`config.mk`:
```
export PLATFORM = sky130hd
export DESIGN_NAME = f1_launch_ctrl
export DESIGN_NICKNAME = d
export VERILOG_FILES = /design/src/rtl/f1_pkg.sv /design/src/rtl/f1_lfsr7.sv /design/src/rtl/f1_launch_ctrl.sv
export SDC_FILE = /design/constraint.sdc
export NUM_CORES = 1
export LEC_CHECK = 0
export CAP_MARGIN = 5
export CORE_MARGIN = 8
export CORE_UTILIZATION = 50
export DETAILED_ROUTE_END_ITERATION = 10
export PLACE_DENSITY = 0.75
export SYNTH_ARGS = -nofsm -noshare
export SYNTH_HDL_FRONTEND = slang
export SYNTH_SLANG_ARGS = --single-unit
```
`constraint.sdc`:
```
create_clock -name clk -period 1.91 [get_ports clk]
set_clock_uncertainty 0.05 [all_clocks]
set_input_delay 0.382 -clock clk [delete_from_list [all_inputs] [get_ports clk]]
set_output_delay 0.382 -clock clk [all_outputs]
set_load 0.03 [all_outputs]
```
`src/rtl/f1_pkg.sv`:
```
// Shared types and constants for the F1 launch timing controller.
package f1_pkg;
  typedef enum logic [1:0] {IDLE, LIGHTING, HOLD} state_e;

  localparam logic [6:0] LFSR_SEED   = 7'h01;
  localparam int         LFSR_TAP_HI = 6;
  localparam int         LFSR_TAP_LO = 2;
  localparam int         N_LIGHTS_DEF = 8;
endpackage

```
`src/rtl/f1_lfsr7.sv`:
```
// Free-running 7-bit Fibonacci LFSR (x^7+x^3+1); never reaches zero from the seed.
module f1_lfsr7
  import f1_pkg::*;
(
  input  logic       clk,
  input  logic       rst_n,
  output logic [6:0] q
);
  logic [6:0] q_q;

  always_ff @(posedge clk or negedge rst_n) begin
    if (!rst_n) q_q <= LFSR_SEED;
    else        q_q <= {q_q[5:0], q_q[LFSR_TAP_HI] ^ q_q[LFSR_TAP_LO]};
  end

  assign q = q_q;
endmodule

```
`src/rtl/f1_launch_ctrl.sv`:
```
// Drives the start-light FSM: N_LIGHTS evenly spaced enables, a random hold,
// then a final enable flagged as lights-out.
module f1_launch_ctrl
  import f1_pkg::*;
#(
  parameter int WIDTH      = 16,
  parameter int N_LIGHTS   = N_LIGHTS_DEF,
  parameter int LFSR_WIDTH = 7
) (
  input  logic             clk,
  input  logic             rst_n,
  input  logic             trigger,
  input  logic [WIDTH-1:0] n,
  output logic             en_out,
  output logic             lights_out,
  output logic             busy,
  output logic [3:0]       step
);
  localparam logic [3:0] LAST_STEP = 4'(N_LIGHTS - 1);

  state_e                state_q, state_d;
  logic [WIDTH-1:0]      tick_q, tick_d;
  logic [LFSR_WIDTH-1:0] hold_q, hold_d;
  logic [3:0]            step_q, step_d;
  logic [6:0]            lfsr;
  logic                  tick;

  f1_lfsr7 u_lfsr (.clk(clk), .rst_n(rst_n), .q(lfsr));

  always_ff @(posedge clk or negedge rst_n) begin
    if (!rst_n) begin
      state_q <= IDLE;
      tick_q  <= '0;
      hold_q  <= '0;
      step_q  <= '0;
    end else begin
      state_q <= state_d;
      tick_q  <= tick_d;
      hold_q  <= hold_d;
      step_q  <= step_d;
    end
  end

  assign tick = (tick_q == '0);

  always_comb begin
    state_d    = state_q;
    tick_d     = tick_q;
    hold_d     = hold_q;
    step_d     = step_q;
    en_out     = 1'b0;
    lights_out = 1'b0;
    case (state_q)
      IDLE: begin
        if (trigger) begin
          state_d = LIGHTING;
          tick_d  = n;
          step_d  = '0;
        end
      end
      LIGHTING: begin
        if (tick) begin
          en_out = 1'b1;
          step_d = step_q + 4'd1;
          tick_d = n;
          if (step_q == LAST_STEP) begin
            // Capture the LFSR value live in this cycle as the hold multiplier.
            hold_d  = LFSR_WIDTH'(lfsr);
            state_d = HOLD;
          end
        end else begin
          tick_d = tick_q - WIDTH'(1);
        end
      end
      HOLD: begin
        if (tick) begin
          tick_d = n;
          if (hold_q == LFSR_WIDTH'(1)) begin
            en_out     = 1'b1;
            lights_out = 1'b1;
            step_d     = '0;
            state_d    = IDLE;
          end else begin
            hold_d = hold_q - LFSR_WIDTH'(1);
          end
        end else begin
          tick_d = tick_q - WIDTH'(1);
        end
      end
      default: state_d = IDLE;
    endcase
  end

  assign busy = (state_q != IDLE);
  assign step = step_q;
endmodule
```
; ---- Yosys cells after proc, flatten, opt, wreduce, memory -nomap -nowiden
; Index checks and enable logic that the tools add are counted.
[totals]
out_inout_bits = 7
in_bits = 19
elab_cells = 54
register_bits = 36
[classes]
bitwise = 1
addsub = 3
n_reduce_logical = 11
n_eq_ne = 10
mux = 24
[ops]
columns = op, count
row1 = $mux W16, 2
row2 = $pmux W16 S2, 1
row3 = $mux W7, 4
row4 = $logic_not A16 Y1, 1
row5 = $mux W4, 4
row6 = $sub A16 B1 Y16 const B, 1
row7 = $reduce_and A5 Y1, 3
row8 = $pmux W7 S2, 1
row9 = $ne A2 B2 Y1 const B, 6
row10 = $pmux W4 S3, 1
row11 = $mux W2, 5
row12 = $eq A7 B1 Y1 const B, 1
row13 = $sub A7 B1 Y7 const B, 1
row14 = $pmux W2 S3, 1
row15 = $reduce_bool A2 Y1, 3
row16 = $add A4 B1 Y4 const B, 1
row17 = $eq A4 B3 Y1 const B, 1
row18 = $mux W1, 4
row19 = $reduce_bool A3 Y1, 1
row20 = $eq A2 B1 Y1 const B, 1
row21 = $eq A2 B2 Y1 const B, 1
row22 = $logic_not A2 Y1, 1
row23 = $pmux W1 S2, 1
row24 = $reduce_and A2 Y1, 1
row25 = 2 further kinds, 2

; ---- Longest topological paths before layout
[depth]
ltp_word = 4
ltp_mapped = 9

; ---- Hierarchy
; Synthesis repeated with hierarchy kept, for this count alone.
[hier_totals]
cells_unflattened = 232
hier_area_um2 = 2209.6
[modules_own_cells]
columns = mod, n_inst, seq_area_each_um2, area_each_um2, cells_each
row1 = f1_launch_ctrl, 1, 725.7, 2024.4, 224
row2 = f1_lfsr7, 1, 176.4, 185.2, 8

; ---- Least setup slack after synthesis
; No wires, ideal clock.
[synth_timing]
path_kind = register to output
startpoint = register tick_q[0]
endpoint = output port en_out
n_path_buf = 1
stages_incl_launch_ff = 7
path_slack_ns = -0.216
arrival_ns = 1.694
path_cell_list = dfrtp_1 > inv_1 > ha_1 > nor4b_2 > nand4_2 > clkbuf_1 > nor2_1
[synth_via]
elab_chain_cells = 3
elab_cells_between_ends = 4
classes_between = 3 x mux / 1 x reduce/logical
[synth_lines]
columns = item, line
row1 = "start, declared", f1_launch_ctrl.sv:22  ; logic [WIDTH-1:0] tick_q, tick_d;
row2 = "start signal, assigned", f1_launch_ctrl.sv:38  ; tick_q <= tick_d;
row3 = $logic_not A16 Y1 *, f1_launch_ctrl.sv:44  ; assign tick = (tick_q == '0);
row4 = "$mux W1, on equally long branches", "f1_launch_ctrl.sv:76, f1_launch_ctrl.sv:62"
row5 = $pmux W1 S2 *, f1_launch_ctrl.sv:53  ; case (state_q)
row6 = "end, declared", f1_launch_ctrl.sv:14  ; output logic en_out,
; Every way passes the cells marked *; elsewhere a longest branch is shown, timed or not.

; ---- Worst setup path after layout
[layout_timing]
startpoint = register state_q[0]
endpoint = output port lights_out
[layout_via]
elab_chain_cells = 2
[layout_lines]
columns = item, line
row1 = "start, declared", f1_launch_ctrl.sv:21  ; state_e state_q, state_d;
row2 = "start signal, assigned", f1_launch_ctrl.sv:37  ; state_q <= state_d;
row3 = $eq A2 B2 Y1, f1_launch_ctrl.sv:53
row4 = $mux W1, f1_launch_ctrl.sv:53
row5 = "end, declared", f1_launch_ctrl.sv:15  ; output logic lights_out,
; No other way between the ends.

==> results.cfg <==
[status]
status = complete, but fails checks
violations = negative setup slack

[grt]
track_usage_pct = 21.35
gr-total-overflow = 0
grt_antenna_before_repair = 0
grt_max_degree = 37
grt_pass1_wl_um = 12350
grt_pass1_vias = 2392

[place]
io_buffer_count = 25
dp_hpwl_um = 4158
routabilityCongestion = 0.8376

[die]
die_y_um = 82.87
num_rows = 24
start_util_pct = 51.71
die-area_sq_um = 6867
fp.dieW_um = 82.87
ioPinCount = 26
core_sq_um = 4324

[cells_and_area]
fill_cells = 202
nets = 350
area_delta_synth_final_pct = 61.22
seq_area_sq_um = 902.1
drive_above_1_share_pct = 44.58
num_antenna_cells = 0
multiInputGateArea_sq_um = 1677

[detailed_routing]
post_drt_wl_per_cell_um = 24.34
wl_met3_um = 863
routed_via_density = 6.883
drt-total-wl_um = 9128
drt_iter0_drc = 306
routed.top_layer = met4
remaining_drc_errors = 0
m1WireLength_um = 3506
postRouteAntennaNets = 0
met2_length_um = 4329
drt_first_pass_iters = 5
vias = 2581

[timing]
finalSetupTns_ns = -5.520
rsz0062_at_grt = yes
holdWs_ns = 0.3368
timing.final.ws_setup_ns = -0.3483
post-route-period-util_pct = 118.2
slew_viol_final = 0
period_minus_slack_ns = 2.258
clock.fmax_ghz = 0.4428
slew_headroom_pct = 55.55
worst_pin_slew_ns = 0.6617
setup_violations = 31
final-hold-violation-count = 0

[worst_setup_path]
crit_path_end_kind = primary output
r2r_cells = 9
worstSetupPathType = reg -> out
cp-start-kind = flip-flop
r2r_start = tick_q[0]
crit_fanout = 6
cp.arrival_ns = 1.83
r2r_end = hold_q[5]
required_ns = 1.48
rrSetupSlack_ns = -0.28

[synth]
ys_seq_elements = 36
synthCells = 245
synth_area_per_cell_sq_um = 9.126
yosys.cell_count.top_type = dfrtp_1
synthArstFlopShare_pct = 100.0
yosys-top-cells-count = 35 x dfrtp_1, 23 x o21ai_0, 20 x nor2_1
synth_edf_count = 0
synth_flop_cell = dfrtp_1
synth_area_leaders = dfrtp_1 39%, o21ai_0 5.1%, ha_1 5.0%
mappedNetlistNets = 273
seq_area_frac_synth_pct = 40.35
synth_area_sq_um = 2236
synth_top_area_share_pct = 39.17
synth_warnings = 0
synth_cell_types = 49
synth_area_leader_cell = dfrtp_1

[clock_network]
cts_hold_buf = 0
clock_tree.buffer_depth = 2
h-tree-depth = 2
cts_sinks = 36
clock_latency_ns = 0.31
clk_pin_slew_ns = 0.09
tritoncts = yes
cts_root_buf = clkbuf_8
cts_buffers = 5

[min_path]
hold_class = reg -> reg
hp-start = u_lfsr.q[1]
whs_path_depth = 0
hold_end = u_lfsr.q[2]

[power]
power_leakage_nw = 1.473
power.density_nw_per_um2 = 1205
irDropWorstVdd_mv = 0.8654

[job]
max_cap_viol_count = 0
==> layer usage <==
metal,vias to the layer above,GRT usage [%]
met5,-,0
met4,0,8.626
met3,58,6.152
met2,213,34.94
met1,1237,25.54
li1,1073,-
==> cell usage in the layout, fill, tap and decap left out, types with 8 or more instances in the layout <==
cell	instances
a21oi_1	8
a21oi_2	9
buf_4	36
buf_6	13
clkdlybuf4s50_1	20
dfrtp_1	35
inv_1	15
nand2_1	11
nand3_1	9
nor2_1	15
nor4_4	8
o21ai_1	8
o21ai_2	10
==> worst max-delay path, stage by stage, from the launching register on <==
cell and delay [ns]:
dfrtp_1 0.43, inv_1 0.10, ha_2 0.29, and4_1 0.28, buf_4 0.14, and2_4 0.14, buf_6 0.12
==> flip-flops by register name, indices dropped and copies added, names as in the netlist <==
name	cells
state_q	2
u_lfsr.q	7
step	4
tick_q	16
hold_q	7
==> final cells by class <==
| cell class | instances | area share [%] |
|---|---|---|
| clock buffers | 5 | 1.909 |
| clock inverters | 3 | 0.6595 |
| inverters | 17 | 1.770 |
| multi-input cells | 182 | 46.51 |
| flip-flops and latches | 36 | 25.03 |
| well taps | 52 | 1.805 |
| repair buffers | 80 | 22.32 |
==> kinds of logic after synthesis <==
family | Yosys count | synth area share [%]
AND/OR/NAND/NOR | 91 | 24.17
multiplexers | 8 | 3.582
XOR/XNOR | 1 | 0.3918
buffers and inverters | 27 | 5.204
adder cells (fa/ha/maj) | 9 | 5.036
flip-flops | 36 | 40.35
AO/OA/AOI/OAI | 73 | 21.27
==> worst max path at each step <==
stage          startpoint         end  slack (ns)  depth (start not counted)
2_1_floorplan     step[0]   hold_q[6]       0.003                          5
3_3_place_gp    tick_q[0]   tick_q[0]       -0.11                          9
3_5_place_dp    tick_q[1]   hold_q[2]       -0.11                          9
4_1_cts         tick_q[0]  lights_out       -0.24                          7
5_1_grt        state_q[0]  lights_out       -0.41                          6
6_report       state_q[0]  lights_out       -0.35                          6
==> what timing repair did <==
| item | CTS | global route |
|---|---|---|
| setup buffers | 9 | 6 |
| pin swaps | 35 | 28 |
| gates cloned | 2 | 1 |
| resized for setup | 85 | 52 |
| setup endpoints to repair | 27 | 34 |
| endpoints found under the hold margin | 0 | 0 |
==> stage by stage <==
| stage | power [mW] | cells | area, sq um | worst slack (ns) | utilization, % |
|---|---|---|---|---|---|
| 3_5_place_dp | 2.905 | 353 | 2839 | -0.1086 | 65.65 |
| 4_1_cts | 3.811 | 372 | 3381 | -0.2393 | 78.18 |
| 2_1_floorplan | 2.161 | 245 | 2252 | 0.002794 | - |
| 6_report | 4.343 | 375 | 3605 | -0.3483 | 83.36 |
| 3_3_place_gp | 2.857 | 353 | 2839 | -0.1129 | 65.65 |
| 5_1_grt | 4.494 | 375 | 3605 | -0.4051 | 83.36 |
==> power breakdown <==
part | internal [mW] | leakage, nW | total, mW | switching [mW]
Clock | 0.259 | 0.0404 | 0.592 | 0.333
Sequential | 0.961 | 0.456 | 1.30 | 0.334
Combinational | 1.18 | 0.976 | 2.46 | 1.28
(Power assumes the default switching activity.)
